### config.mk
export PLATFORM = sky130hd
export DESIGN_NAME = jstk_frame_rx
export DESIGN_NICKNAME = d
export VERILOG_FILES = /design/src/rtl/jstk_frame_rx.sv
export SDC_FILE = /design/constraint.sdc
export NUM_CORES = 1
export LEC_CHECK = 0
export ABC_CLOCK_PERIOD_IN_PS = 3600
export BUFFER_PORTS_ARGS = -buffer_cell sky130_fd_sc_hd__buf_2
export CORE_ASPECT_RATIO = 0.7
export CORE_MARGIN = 10
export CORE_UTILIZATION = 65
export DETAILED_ROUTE_END_ITERATION = 12
export PLACE_DENSITY = 0.91
export SLEW_MARGIN = 20
export SYNTH_ARGS = -nofsm -noshare
export SYNTH_HDL_FRONTEND = slang
export SYNTH_SLANG_ARGS = --single-unit
### constraint.sdc
create_clock -name CLK -period 3.6 [get_ports CLK]
set_input_delay 0.54 -clock CLK [delete_from_list [all_inputs] [get_ports CLK]]
set_output_delay 0.54 -clock CLK [all_outputs]
set_load 0.01 [all_outputs]
### src/rtl/jstk_frame_rx.sv
// ----------------------------------------------------------------------------
// jstk_frame_rx
// Receive side of the joystick Bluetooth link, mounted on the car.
// Deserialises the 8N1 UART stream (idle high, LSB first) from the Bluetooth
// module and reassembles 3-byte frames {4'h0, Y[9:0], X[9:0]}, which are sent
// most-significant byte first. The latest good Y/X positions are presented to
// the steering logic together with a one-cycle frame_vld strobe.
//
// Ports
//   CLK        in   system clock, rising edge
//   RST        in   asynchronous reset, active low
//   rx         in   UART serial input, asynchronous to CLK
//   y_pos      out  Y position of the last good frame
//   x_pos      out  X position of the last good frame
//   frame_vld  out  one-cycle pulse when y_pos/x_pos update
//   frame_err  out  one-cycle pulse when a frame is discarded
//   busy       out  byte in flight or frame partially assembled
//
// Bit FSM
//   state  | meaning
//   IDLE   | line idle, waiting for a falling edge on the synchronised rx
//   START  | waiting half a bit to confirm the start bit
//   DATA   | sampling 8 data bits at mid-bit, LSB first
//   STOP   | sampling the stop bit
//   BREAK  | framing error seen, waiting for the line to return high
// ----------------------------------------------------------------------------
module jstk_frame_rx #(
   parameter int CLK_FREQ     = 100_000_000,
   parameter int BAUD         = 9600,
   parameter int TIMEOUT_BITS = 20
) (
   input  logic       CLK,
   input  logic       RST,
   input  logic       rx,
   output logic [9:0] y_pos,
   output logic [9:0] x_pos,
   output logic       frame_vld,
   output logic       frame_err,
   output logic       busy
);

   localparam int CPB      = CLK_FREQ / BAUD;
   localparam int HALF     = CPB / 2;
   localparam int TMO_CLKS = TIMEOUT_BITS * CPB;
   localparam int TW       = $clog2(CPB + 1);
   localparam int TOW      = $clog2(TMO_CLKS + 1);

   localparam logic [TW-1:0]  BIT_LOAD   = TW'(CPB - 1);
   // The edge-detect cycle already consumed one clock of the half bit.
   localparam logic [TW-1:0]  START_LOAD = TW'(HALF - 2);
   localparam logic [TOW-1:0] TMO_LOAD   = TOW'(TMO_CLKS - 1);

   localparam logic [2:0] S_IDLE  = 3'd0;
   localparam logic [2:0] S_START = 3'd1;
   localparam logic [2:0] S_DATA  = 3'd2;
   localparam logic [2:0] S_STOP  = 3'd3;
   localparam logic [2:0] S_BREAK = 3'd4;

   logic           rx_meta_q, rx_s_q, rx_s_dly_q;
   logic [2:0]     state_q, state_d;
   logic [TW-1:0]  timer_q, timer_d;
   logic [2:0]     bit_idx_q, bit_idx_d;
   logic [7:0]     shift_q, shift_d;
   logic [1:0]     byte_cnt_q, byte_cnt_d;
   logic [15:0]    frame_q, frame_d;
   logic [TOW-1:0] tmo_q, tmo_d;
   logic [9:0]     y_q, y_d, x_q, x_d;
   logic           vld_q, vld_d, err_q, err_d;
   logic           byte_ok, stop_err;
   logic [23:0]    word;

   always_ff @(posedge CLK or negedge RST) begin
      if (!RST) begin
         rx_meta_q  <= 1'b1;
         rx_s_q     <= 1'b1;
         rx_s_dly_q <= 1'b1;
      end else begin
         rx_meta_q  <= rx;
         rx_s_q     <= rx_meta_q;
         rx_s_dly_q <= rx_s_q;
      end
   end

   always_comb begin
      state_d   = state_q;
      timer_d   = timer_q;
      bit_idx_d = bit_idx_q;
      shift_d   = shift_q;
      byte_ok   = 1'b0;
      stop_err  = 1'b0;
      case (state_q)
         S_IDLE: begin
            if (rx_s_dly_q && !rx_s_q) begin
               state_d = S_START;
               timer_d = START_LOAD;
            end
         end
         S_START: begin
            if (timer_q == '0) begin
               if (!rx_s_q) begin
                  state_d   = S_DATA;
                  timer_d   = BIT_LOAD;
                  bit_idx_d = 3'd0;
               end else begin
                  state_d = S_IDLE;
               end
            end else begin
               timer_d = timer_q - TW'(1);
            end
         end
         S_DATA: begin
            if (timer_q == '0) begin
               shift_d = {rx_s_q, shift_q[7:1]};
               timer_d = BIT_LOAD;
               if (bit_idx_q == 3'd7) begin
                  state_d = S_STOP;
               end else begin
                  bit_idx_d = bit_idx_q + 3'd1;
               end
            end else begin
               timer_d = timer_q - TW'(1);
            end
         end
         S_STOP: begin
            if (timer_q == '0) begin
               if (rx_s_q) begin
                  state_d = S_IDLE;
                  byte_ok = 1'b1;
               end else begin
                  state_d  = S_BREAK;
                  stop_err = 1'b1;
               end
            end else begin
               timer_d = timer_q - TW'(1);
            end
         end
         S_BREAK: begin
            if (rx_s_q) begin
               state_d = S_IDLE;
            end
         end
         default: state_d = S_IDLE;
      endcase
   end

   assign word = {frame_q, shift_q};

   always_comb begin
      byte_cnt_d = byte_cnt_q;
      frame_d    = frame_q;
      tmo_d      = tmo_q;
      y_d        = y_q;
      x_d        = x_q;
      vld_d      = 1'b0;
      err_d      = 1'b0;

      if (stop_err) begin
         byte_cnt_d = 2'd0;
         err_d      = 1'b1;
      end else if (byte_ok) begin
         if (byte_cnt_q == 2'd2) begin
            byte_cnt_d = 2'd0;
            if (word[23:20] == 4'h0) begin
               y_d   = word[19:10];
               x_d   = word[9:0];
               vld_d = 1'b1;
            end else begin
               err_d = 1'b1;
            end
         end else begin
            frame_d    = {frame_q[7:0], shift_q};
            byte_cnt_d = byte_cnt_q + 2'd1;
         end
      end

      // Inter-byte gap timer; reloaded whenever a byte is in flight, so
      // every start bit restarts the gap measurement.
      if (state_q == S_IDLE && byte_cnt_q != 2'd0) begin
         if (tmo_q == '0) begin
            byte_cnt_d = 2'd0;
            err_d      = 1'b1;
            tmo_d      = TMO_LOAD;
         end else begin
            tmo_d = tmo_q - TOW'(1);
         end
      end else begin
         tmo_d = TMO_LOAD;
      end
   end

   always_ff @(posedge CLK or negedge RST) begin
      if (!RST) begin
         state_q    <= S_IDLE;
         timer_q    <= '0;
         bit_idx_q  <= 3'd0;
         shift_q    <= 8'h00;
         byte_cnt_q <= 2'd0;
         frame_q    <= 16'h0000;
         tmo_q      <= '0;
         y_q        <= 10'h000;
         x_q        <= 10'h000;
         vld_q      <= 1'b0;
         err_q      <= 1'b0;
      end else begin
         state_q    <= state_d;
         timer_q    <= timer_d;
         bit_idx_q  <= bit_idx_d;
         shift_q    <= shift_d;
         byte_cnt_q <= byte_cnt_d;
         frame_q    <= frame_d;
         tmo_q      <= tmo_d;
         y_q        <= y_d;
         x_q        <= x_d;
         vld_q      <= vld_d;
         err_q      <= err_d;
      end
   end

   assign y_pos     = y_q;
   assign x_pos     = x_q;
   assign frame_vld = vld_q;
   assign frame_err = err_q;
   assign busy      = (state_q != S_IDLE) | (byte_cnt_q != 2'd0);

endmodule

# Yosys cells after proc, flatten, opt, wreduce, memory -nomap -nowiden
# Cells that the tools add are included.
# Widths: inputs -> output; s select.
dict set report word_totals {
  regBits 89
  latchBits 0
  mem_bits_rw 0
  romBits 0
  input_bits 3
  n_memories 0
}
dict set report op_classes {
  addsub 4
  n_mul 0
  div 0
  magnitude_cmp 0
  eq_ne 16
  shift 0
  n_mux 43
  bitwise_logic 3
  reduce_logical 17
}
# cell count
set op_table {}
lappend op_table {{$mux 14} 5}
lappend op_table {{$pmux 14 s4} 1}
lappend op_table {{$mux 18} 2}
lappend op_table {{$mux 3} 11}
lappend op_table {{$logic_not 18->1} 1}
lappend op_table {{$ne 2x2->1 const B} 9}
lappend op_table {{$sub 18x1->18 const B} 1}
lappend op_table {{$mux 1} 16}
lappend op_table {{$pmux 3 s5} 1}
lappend op_table {{$logic_not 14->1} 1}
lappend op_table {{$sub 14x1->14 const B} 1}
lappend op_table {{$mux 2} 6}
lappend op_table {{$reduce_and 4->1} 2}
lappend op_table {{$eq 3x2->1 const B} 2}
lappend op_table {{$eq 3x3->1 const B} 2}
lappend op_table {{$pmux 3 s2} 1}
lappend op_table {{$reduce_and 6->1} 1}
lappend op_table {{$reduce_and 5->1} 1}
lappend op_table {{$logic_not 4->1} 1}
lappend op_table {{$reduce_bool 2->1} 2}
lappend op_table {{$reduce_bool 4->1} 1}
lappend op_table {{$add 3x1->3 const B} 1}
lappend op_table {{$eq 3x1->1 const B} 1}
lappend op_table {{$logic_not 3->1} 1}
lappend op_table {{other kinds (10)} 12}

# Logic depth before layout (Yosys ltp)
dict set report logic_depth {
  ltp_word 7
  mapped_depth 8
  depth_no_buf 7
}

# Worst setup path after synthesis
# No wires, ideal clock.
dict set report synth_path {
  kind {reg-to-reg}
  start {register timer_q[4]}
  end {register frame_q[10]}
  setup_time_ns 0.125
  arrival_time_ns 2.177
  slack_ns 1.298
  stages_incl_launch_ff 8
  path_buffers 2
  period_less_slack_ns 2.302
  path_cell_list {dfrtp_1 nor4_4 nand3_2 or3_1 buf_6 nor3_4 buf_12 mux2_4}
}
dict set report synth_via {
  elab_chain_len 5
  word_cells_on_any_way 7
  cone_classes {4 x mux; 1 x bitwise; 2 x reduce/logical}
}
# item line_no
set synth_rtl {}
lappend synth_rtl {{from (decl)} 61} ;# logic [TW-1:0] timer_q, timer_d;
lappend synth_rtl {{from (signal assigned)} 206} ;# timer_q <= timer_d;
lappend synth_rtl {{$logic_not 14->1 *} 125} ;# if (timer_q == '0) begin
lappend synth_rtl {{$mux 1} 125}
lappend synth_rtl {{$mux 1} 91} ;# case (state_q)
lappend synth_rtl {{$not 1->1 (no line)} -}
lappend synth_rtl {{$reduce_and 3->1 (no line) *} -}
lappend synth_rtl {{to (signal assigned)} 210} ;# frame_q <= frame_d;
lappend synth_rtl {{to (decl)} 65} ;# logic [15:0] frame_q, frame_d;
# Every way passes the cells marked *; elsewhere a longest branch is shown, timed or not.
# A chain may end at the register's enable or synchronous reset.

# Worst setup path after layout
dict set report layout_path {
  start {register timer_q[2]}
  end {register bit_idx_q[0]}
}
dict set report layout_via {
  elab_chain_len 3
  word_cells_on_any_way 4
  cone_classes {2 x eq/ne; 2 x reduce/logical}
}
# item line_no
set layout_rtl {}
lappend layout_rtl {{$logic_not 14->1 *} {99, 112}}
lappend layout_rtl {{$ne 2x2->1 (no line)} -}
lappend layout_rtl {{$reduce_and 5->1 (no line) *} -}
lappend layout_rtl {{to (signal assigned)} 207} ;# bit_idx_q <= bit_idx_d;
lappend layout_rtl {{to (decl)} 62} ;# logic [2:0] bit_idx_q, bit_idx_d;
# Marked as above.

==> metrics.txt <==
status=finished, final reports clean; final hold vios=0; DR vias=2922; final wirelength=8.757 mm; top post-synthesis cells by area=dfrtp_1, mux2_2, mux2_4, nor2_1, nand2_1; DRC errors left=0; Synth Area in XOR/XNOR=2.981%; dominant cell type by area after synthesis=dfrtp_1; cell count after synthesis=356; Async SR Flop Fraction=100.0%; CP Data Required Time=3.84 ns; Slew Viols, Final=0; mux contribution to synthesized area=13.20%; final setup violation count=0; CTS H-tree depth=3; antenna violations before repair=0; Critical Path AT=2.81 ns; clk root buf=clkbuf_8; row cnt=24; clk sinks=89; Die ar.=9960 µm²; post-route setup TNS=0 ns; worst r2r path cells=5; CTS Buf Count=9; critical path type=reg -> reg; hold_buf cts=0; worst hold path class=in -> async; PortBufs=25; Seq/Total Area, Yosys=54.24%; Cell Area, Synth=4113 µm²; Die Wd=115.1 µm; post-CTS sizing=0; CP endpoint kind=flip-flop; FF-to-FF Start=timer_q[2]; skew final=0.009090 ns; Worst Setup SP=timer_q[2]; gr usage total=18.39%; Starting DRT DRC Count=302; element type at the critical path start=flip-flop; Die Ht=86.55 µm; worst flop-to-flop path endpoint=bit_idx_q[0]; Mean Syn Cell Area=11.55 µm²; RSZ-0062 raised after global routing=false; share of cells above drive strength 1=26.10%; Ys Warns=0; Initial Util=66.48%; Post-synth EDFFs=0; Worst Max-Slew Pin Slew=1.102 ns; I/O Pins=26; simple-gate portion of the synthesized area=17.43%; largest family of logic cells by synthesized area=simple AND/OR/NAND/NOR gates; Remaining Overflow, GRT=0; CTS Buffer Depth=2; worst reg2reg setup slack=1.03 ns; GPL Wtd Cong=0.9201; max-cap viol count=0; Main synth FF type=dfrtp_1; largest net degree at the start of global routing=90; Final ANT Viol Nets=0; nets=391; first-pass GRT wire length=14.62 mm; pwr dens=420.3 nW/µm²; synth unique cells=55; VDD IR-drop max=0.0002966 V; Synth top area share=52.33%; clock latency on the worst-skew pair=0.36 ns; number of synthesized register bits=89; diode count=0; Tmin final=2.573 ns; fmax=388.6 MHz; vias in the first global route=2853; Crit Path Max Fanout=7; slew margin rel.=25.84%; Tcrit/Tclk final=71.48%; fill cell count=400; Post-CTS Setup Bufs=0; post-synthesis compound-gate area fraction=7.971%; Net Count, Synth=365; CTS tree=done; WHS=0.2447 ns; first-pass iteration count of the detailed router=5; routed length per instance=18.83 µm; post-DP HPWL=6.159 mm; Vias/cell=6.284; CTS clk-pin slew, worst paths=0.09 ns; Leak Pwr=0.002033 µW; core area=6186 µm²; Area Overhead vs Synth=9.096%; adder-cell share of the synthesized area=1.825%
[layout by cell type, fill, tap and decap left out, types with 8 or more instances in the layout]
master	synthesis	final
nand2_1	26	26
nor3_1	9	9
mux2_4	10	10
dfrtp_1	86	86
buf_2	4	24
a21oi_1	16	16
nor2_1	36	36
mux2_2	34	34
clkbuf_8	0	10
nor4_1	8	8
o21ai_0	12	12
nand3_1	12	12
[power breakdown]
group	total (µW)	internal (µW)	switching, µW
logic	143	43.6	99.3
registers	1040	1020	25.4
clock network	700	344	356
[Yosys cell counts, drive strengths merged, types with 2 or more instances]
cell	count
dfrtp	86
mux2	44
nor2	36
nand2	26
a21oi	16
nand3	13
nor3	12
o21ai	12
nor4	9
xnor2	7
xor2	7
buf	6
clkbuf	6
ha	6
inv	6
nand2b	5
nand4	5
and3	4
or4	4
a31oi	3
dfstp	3
nand3b	3
nor2b	3
o2bb2ai	3
or3	3
a211oi	2
a21o	2
a22o	2
and2	2
and2b	2
nor3b	2
o31ai	2
or2	2
[kinds of logic after synthesis]
logic type               Yosys count
AND/OR/NAND/NOR                  133
flip-flops                        89
AO/OA/AOI/OAI                     51
multiplexers                      45
buffers and inverters             18
XOR/XNOR                          14
adder cells (fa/ha/maj)            6
[stage by stage]
stage	util, %	area, µm²	setup slack, ns	std cells	total power, µW
finish	72.53	4487	1.027	465	1886
global route	72.53	4487	0.8677	465	1958
global placement	69.17	4279	1.243	449	1194
CTS	72.47	4483	1.110	465	1885
detailed placement	69.17	4279	1.129	449	1201
floorplan	-	4113	1.298	356	1148
[registers in the layout, summed over array words and instances (netlist names)]
register    count
frame_vld       1
state_q         3
timer_q        14
frame_q        16
bit_idx_q       3
rx_s_q          1
tmo_q          18
x_pos          10
rx_s_dly_q      1
rx_meta_q       1
shift_q         8
byte_cnt_q      2
frame_err       1
y_pos          10
[area by class of cell]
type	count	area, µm²	area share, %
clock buffer	11	141.4	3.151
inverter	6	22.52	0.5020
sequential	89	2231	49.72
clock inverter	5	62.56	1.394
tap	78	97.59	2.175
timing repair buffer	27	146.4	3.263
multi-input combinational	249	1785	39.79
[worst max-delay path by stage]
| stage | end | slack (ns) | cells past startpoint |
|---|---|---|---|
| final | bit_idx_q[0] | 1.03 | 5 |
| after global routing | bit_idx_q[0] | 0.87 | 5 |
| after CTS | frame_q[0] | 1.11 | 6 |
| after detailed placement | frame_q[1] | 1.13 | 6 |
| after global placement | bit_idx_q[0] | 1.24 | 5 |
| after floorplan | frame_q[10] | 1.30 | 7 |
[per-layer routing]
| layer | GRT usage (%) | share of wire, % | routed length, µm |
|---|---|---|---|
| met1 | 24.28 | 44 | 3831 |
| met2 | 28.93 | 48 | 4222 |
| met3 | 4.417 | 6.1 | 535 |
| met4 | 6.726 | 1.9 | 169 |
| met5 | 0 | 0 | 0 |
[critical path: stages (launching register included)]
cell,delay [ns]
dfrtp_1,0.45
nor2_1,0.25
nand3_1,0.22
nor4_1,0.97
nand2b_1,0.24
mux2_2,0.32
No activity file was read; power rests on OpenSTA's default activity.
